<file path="src/rtl/wr_rptr_sync_full.sv">
// Write-domain receiver of the async FIFO read pointer: Gray synchronizer, full compare,
// registered fill level, almost-full and sticky overflow.
module wr_rptr_sync_full #(
  parameter int unsigned C_DEPTH_BITS   = 10,
  parameter int unsigned C_SYNC_STAGES  = 2,
  parameter int unsigned C_AFULL_THRESH = (1 << C_DEPTH_BITS) - 4
) (
  input  logic                    WR_CLK,
  input  logic                    WR_RST,
  input  logic [C_DEPTH_BITS-1:0] rd_ptr_gray_i,
  input  logic [C_DEPTH_BITS-1:0] wr_ptr_i,
  input  logic                    wr_en_i,
  output logic                    cmp_full_o,
  output logic [C_DEPTH_BITS-1:0] wr_level_o,
  output logic                    wr_afull_o,
  output logic                    wr_ovf_o,
  output logic [C_DEPTH_BITS-1:0] rd_ptr_sync_o
);

  localparam int unsigned N = C_DEPTH_BITS;
  localparam logic [N-1:0] AfullThresh = C_AFULL_THRESH[N-1:0];

  function automatic logic [N-1:0] gray2bin(input logic [N-1:0] g);
    logic [N-1:0] b;
    b[N-1] = g[N-1];
    for (int i = int'(N) - 2; i >= 0; i--) begin
      b[i] = b[i+1] ^ g[i];
    end
    return b;
  endfunction

  logic [N-1:0] sync_q [C_SYNC_STAGES];
  logic [N-1:0] rd_bin, wr_bin, wr_inc;
  logic [N-1:0] level_d, level_q;
  logic         afull_d, afull_q;
  logic         ovf_d, ovf_q;
  logic         cmp_full;

  // Plain flop chain; Gray coding keeps each sample within one bit of a legal value.
  always_ff @(posedge WR_CLK or posedge WR_RST) begin
    if (WR_RST) begin
      for (int i = 0; i < int'(C_SYNC_STAGES); i++) begin
        sync_q[i] <= '0;
      end
    end else begin
      sync_q[0] <= rd_ptr_gray_i;
      for (int i = 1; i < int'(C_SYNC_STAGES); i++) begin
        sync_q[i] <= sync_q[i-1];
      end
    end
  end

  always_comb begin
    rd_bin   = gray2bin(sync_q[C_SYNC_STAGES-1]);
    wr_bin   = gray2bin(wr_ptr_i);
    wr_inc   = wr_bin + N'(1);
    // Lagging read pointer makes this conservative: full clears late, never early.
    cmp_full = !WR_RST && (wr_inc == rd_bin);
    level_d  = wr_bin - rd_bin;
    afull_d  = (level_d >= AfullThresh);
    ovf_d    = ovf_q | (wr_en_i & cmp_full);
  end

  always_ff @(posedge WR_CLK or posedge WR_RST) begin
    if (WR_RST) begin
      level_q <= '0;
      afull_q <= 1'b0;
      ovf_q   <= 1'b0;
    end else begin
      level_q <= level_d;
      afull_q <= afull_d;
      ovf_q   <= ovf_d;
    end
  end

  assign cmp_full_o    = cmp_full;
  assign wr_level_o    = level_q;
  assign wr_afull_o    = afull_q;
  assign wr_ovf_o      = ovf_q;
  assign rd_ptr_sync_o = sync_q[C_SYNC_STAGES-1];

endmodule

</file>
<file path="config.mk">
export PLATFORM = sky130hd
export DESIGN_NAME = wr_rptr_sync_full
export DESIGN_NICKNAME = d
export VERILOG_FILES = /design/src/rtl/wr_rptr_sync_full.sv
export SDC_FILE = /design/constraint.sdc
export NUM_CORES = 1
export LEC_CHECK = 0
export CAP_MARGIN = 0
export CORE_MARGIN = 4
export CORE_UTILIZATION = 52
export CTS_BUF_LIST = sky130_fd_sc_hd__clkbuf_4 sky130_fd_sc_hd__clkbuf_8
export CTS_CLUSTER_DIAMETER = 30
export DETAILED_ROUTE_END_ITERATION = 10
export GPL_TIMING_DRIVEN = 1
export PLACE_DENSITY = 0.88
export RECOVER_POWER = 50
export SKIP_LAST_GASP = 1
export SYNTH_ARGS = -nofsm -noshare
export SYNTH_HDL_FRONTEND = slang
export SYNTH_SLANG_ARGS = --single-unit
</file>
<file path="constraint.sdc">
create_clock -name WR_CLK -period 9.5 [get_ports WR_CLK]
set_input_delay 1.9 -clock WR_CLK [delete_from_list [all_inputs] [get_ports WR_CLK]]
set_output_delay 1.9 -clock WR_CLK [all_outputs]
set_load 0.01 [all_outputs]
</file>
* Word level (Yosys, flattened, before mapping)
Cells that the tools add are included.
Word-level totals: register bits 32, output and inout bits 23, logic and storage cells 31, input bits 23
Cells by class: add/sub/neg operators 2, equal/unequal tests 1, reduce and logical (&&, ||, !) cells 2, bitwise gates (word level) 20, $lt $le $gt $ge 1
Operators with widths (count):
- 1-bit XOR | 18
- 10-bit by 1-bit adder with 10-bit output, second input constant | 1
- 10-bit equality test | 1
- 10-bit greater-or-equal comparator, second input constant | 1
- 10-bit subtractor | 1
- 1-bit bitwise AND | 1
- 1-bit logical AND | 1
- 1-bit zero test | 1
- 1-bit bitwise OR | 1

* Longest topological paths before layout
depth after elaboration 14, depth in mapped cells 25, depth with buffers taken out 24

* Worst setup path before layout
Ideal clock, no wire load.
kind in2out, start input wr_ptr_i[9], end output cmp_full_o, slack 1075 ps, buffers on the path 1, stages on the path 23, required time 7600 ps, arrival 6525 ps, cell sequence xor2_1 ha_1 inv_1 ha_1 inv_1 ha_1 inv_1 ha_1 inv_1 ha_1 inv_1 ha_1 inv_1 ha_1 inv_1 ha_1 clkbuf_1 nor2_1 nand2_1 xnor2_1 or3_1 a2111oi_0 and4_1
Between the ends: cells in the longest elaborated chain, start to end 12
Ends and longest elaborated chain:
- start, declared | line 11 | input logic [C_DEPTH_BITS-1:0] wr_ptr_i,
- 1-bit XOR (9 in a row) | line 27 | b[i] = b[i+1] ^ g[i];
- 10-bit by 1-bit adder with 10-bit output * | line 56 | wr_inc = wr_bin + N'(1);
- 10-bit equality test * | line 58 | cmp_full = !WR_RST && (wr_inc == rd_bin);
- 1-bit logical AND * | line 58
- end, declared | line 13 | output logic cmp_full_o,
Mark *: on every way between the ends. The rest lies on a longest branch, timed or not.

* Worst setup path in the final report
Same ends and word-level chain as after synthesis.

==> impl_metrics.py <==
metrics = {
    "power_and_ir_drop": {
        "p_leak_nw": 1.20,
        "combPwrFrac_pct": 56.5,
        "peakVddDrop_uv": 204,
        "p_sw_share_pct": 37.6,
        "p_int_uw": 452,
        "p_per_area_nw_per_um2": 280,
        "pwr-share-seq_pct": 24.2,
        "p_clk_share_pct": 19.3,
        "power_switching_uw": 272,
    },
    "synth": {
        "avgSynthCellArea_sq_um": 10.2,
        "synth_cells": 193,
        "synth_nets": 231,
        "synth.area.top_cells": "dfrtp_1 41%, xnor2_1 11%, ha_1 9.5%, xor2_1 4.0%, buf_4 3.8%",
        "seq_area_frac_synth_pct": 40.6,
        "ys_ff_latch": 32,
        "synth_top_cell_by_area": "dfrtp_1",
        "yosysUniqueCellTypes": 39,
        "syn-cell-area_sq_um": 1970,
        "ys_warn_count": 0,
        "synth_top_cell_area_share_pct": 40.6,
    },
    "final_layout": {
        "final_cell_mix": "33 x clkdlybuf4s50_1, 32 x dfrtp_1, 25 x xnor2_1, 19 x inv_1, 13 x ha_1",
        "final_common_cell": "clkdlybuf4s50_1",
        "num_antenna_cells": 0,
        "finalNetCount": 276,
        "area_delta_synth_final_pct": 31.4,
        "drive_above_1_share_pct": 8.79,
        "final_util_pct": 70.7,
    },
    "clock_network": {
        "cts-htree-levels": 2,
        "ctsHoldBuffers": 0,
        "cts.sinks": 32,
        "clkLatencyLatePin_ns": 0.28,
        "root_buffer": "clkbuf_8",
        "clk_pin_slew_ns": 0.06,
        "numCtsBuffers": 5,
        "cts_tree": "done",
        "cts.path.max_buffers": 2,
        "post_cts.repair.setup_buffers": 0,
        "ctsResizeCount": 0,
    },
    "sta": {
        "worst_pin_slew_ns": 0.963,
        "grt_setup_unrepaired": "false",
        "hold_viol_final": 0,
        "fin_tns_setup_ns": 0,
        "layout_min_cycle_time_ns": 8.84,
        "finalSetupViolations": 0,
        "fmax_mhz": 113,
        "slew_violations": 0,
        "period_share_pct": 93.0,
        "relSlewSlack_pct": 35.8,
        "skew_ns": 0.00485,
    },
    "critical_path": {
        "crit_chain": "clkdlybuf4s50_1 -> xor2_1 -> ha_1 -> inv_1 -> ha_1 -> inv_1 -> ha_1 -> inv_1 -> ha_4 -> inv_1 -> ha_4 -> inv_1 -> ha_1 -> inv_1 -> ha_1 -> inv_2 -> ha_1 -> nor2_1 -> nand2_1 -> xnor2_1 -> or3_1 -> a2111oi_2 -> and4_1 -> dlymetal6s2s_1",
        "worstSetupStartpoint": "wr_ptr_i[9]",
        "timing.rr.start": "rd_ptr_sync_o[9]",
        "required_ns": 7.60,
        "critPathCapture": "cmp_full_o",
        "timing.rr.end": "wr_afull_o",
        "cp-start-kind": "primary input",
        "critPathMaxFanout": 5,
        "path_buf_inv": 9,
        "critical_path.top_delay_family": "adder cells",
        "r2r_cells": 11,
        "crit_path_max_incr_delay_ns": 0.44,
        "crit_path_end_kind": "primary output",
        "worst-path-stages": 24,
        "crit_arrival_ns": 6.94,
        "r2r_setup_slack_ns": 5.70,
        "cpMaxStageDelayCell": "clkdlybuf4s50_1",
        "path_class": "in -> out",
    },
    "detailed_routing": {
        "drt_pass1_iterations": 4,
        "drc_errors": 0,
        "vias_per_cell": 5.16,
        "wl_mm": 4.04,
        "ant_nets": 0,
        "post_drt_wl_per_cell_um": 14.1,
        "via_count": 1482,
        "first_iter_violations": 57,
    },
    "placed_design": {
        "gp_congestion": 0.915,
        "port_buffers": 45,
        "dpl.hpwl_mm": 3.03,
    },
    "grt": {
        "grt_overflow": 0,
        "antenna_found_initial": 0,
        "grt_pass1_vias": 1547,
        "grtUsageTotal_pct": 18.7,
        "grt_pass1_wl_mm": 7.16,
        "grt_max_degree": 20,
    },
    "die": {
        "rows": 22,
        "die_width_um": 69.6,
        "die_area_sq_um": 4840,
        "die_height_um": 69.6,
        "core_sq_um": 3660,
        "io_pins": 46,
        "start_util_pct": 53.8,
    },
    "job": {
        "drv_cap": 0,
    },
    "worst_hold_path": {
        "worstHoldPathType": "reg -> reg",
    },
    "outcome": {
        "status": "finished, final reports clean",
    },
}
## kinds of logic (layout without fill, tap and decap cells)
family | after synthesis | count (layout) | synth area share [%]
AO/OA/AOI/OAI | 37 | 37 | 13.3
XOR/XNOR | 38 | 38 | 19.2
adder cells (fa/ha/maj) | 15 | 15 | 9.52
buffers and inverters | 31 | 77 | 7.81
flip-flops | 32 | 32 | 40.6
AND/OR/NAND/NOR | 40 | 40 | 9.46
## layout make-up
type,instances,area [sq um]
sequential,32,801
clock buffer,7,96.3
fill,266,1070
inverter,20,75.1
multi-input combinational,130,1050
tap,48,60.1
clock inverter,1,30.0
timing repair buffer,49,479
## metrics by stage
stage	hold WS (ns)	power, mW	cell area (sq um)	std cells	setup WS (ns)
2_1_floorplan	0.331	0.454	1970	193	1.08
3_3_place_gp	0.331	0.565	2430	279	0.254
3_5_place_dp	0.336	0.572	2430	279	0.106
4_1_cts	0.345	0.721	2560	287	0.0797
5_1_grt	0.357	0.781	2590	287	0.301
6_report	0.345	0.724	2590	287	0.661
## worst min-delay path by stage
stage               startpoint          endpoint  slack, ns  cells after the start
floorplan           sync_q[10]  rd_ptr_sync_o[0]       0.33                      0
global placement    sync_q[13]  rd_ptr_sync_o[3]       0.33                      0
detailed placement  sync_q[14]  rd_ptr_sync_o[4]       0.34                      0
CTS                 sync_q[14]  rd_ptr_sync_o[4]       0.34                      0
global route        sync_q[13]  rd_ptr_sync_o[3]       0.36                      0
finish              sync_q[14]  rd_ptr_sync_o[4]       0.34                      0
## metal layers
layer | vias up | global-route usage [%] | part of all wire (%)
met3 | 6 | 5.94 | 5.9
met4 | 0 | 6.51 | 1.5
met1 | 694 | 25.1 | 46
li1 | 736 | - | -
met2 | 46 | 28.4 | 47
met5 | - | 0 | 0
## cells in the mapped netlist
| cell type | instances |
|---|---|
| a21boi_0 | 1 |
| inv_1 | 20 |
| xnor2_2 | 1 |
| a211o_1 | 2 |
| nor2_1 | 12 |
| and3_1 | 3 |
| dfrtp_1 | 32 |
| a31oi_1 | 1 |
| nand3_1 | 4 |
| o21ai_1 | 3 |
| nand4_1 | 1 |
| xor2_1 | 9 |
| a311o_1 | 1 |
| a221oi_2 | 1 |
| a2111oi_0 | 1 |
| o2bb2ai_1 | 1 |
| xor3_2 | 1 |
| xnor3_2 | 1 |
| clkbuf_1 | 1 |
| xor2_2 | 1 |
| o21ai_0 | 3 |
| nor3_1 | 5 |
| and2_1 | 1 |
| o31a_1 | 1 |
| or3_1 | 1 |
| xnor2_1 | 25 |
| o22ai_1 | 1 |
| ha_1 | 15 |
| o311a_1 | 1 |
| a21oi_1 | 9 |
| o311ai_1 | 1 |
| buf_4 | 10 |
| a21o_1 | 6 |
| and4_1 | 2 |
| o2111a_1 | 1 |
| a21oi_2 | 1 |
| nand2_1 | 11 |
| o211ai_1 | 1 |
| o21bai_1 | 1 |
## registers in the layout, summed over array words and instances, names as in the netlist
signal / count
rd_ptr_sync_o: 10
sync_q: 10
wr_level_o: 10
wr_afull_o: 1
wr_ovf_o: 1
## power by group through the flow
| stage | logic [mW] | registers, mW | clock network (mW) |
|---|---|---|---|
| 2_1_floorplan | 0.265 | 0.189 | 0 |
| 3_3_place_gp | 0.388 | 0.177 | 0 |
| 5_1_grt | 0.453 | 0.178 | 0.150 |
| 4_1_cts | 0.402 | 0.175 | 0.143 |
| 6_report | 0.409 | 0.175 | 0.140 |
| 3_5_place_dp | 0.395 | 0.177 | 0 |
No activity file was read; power rests on OpenSTA's default activity.
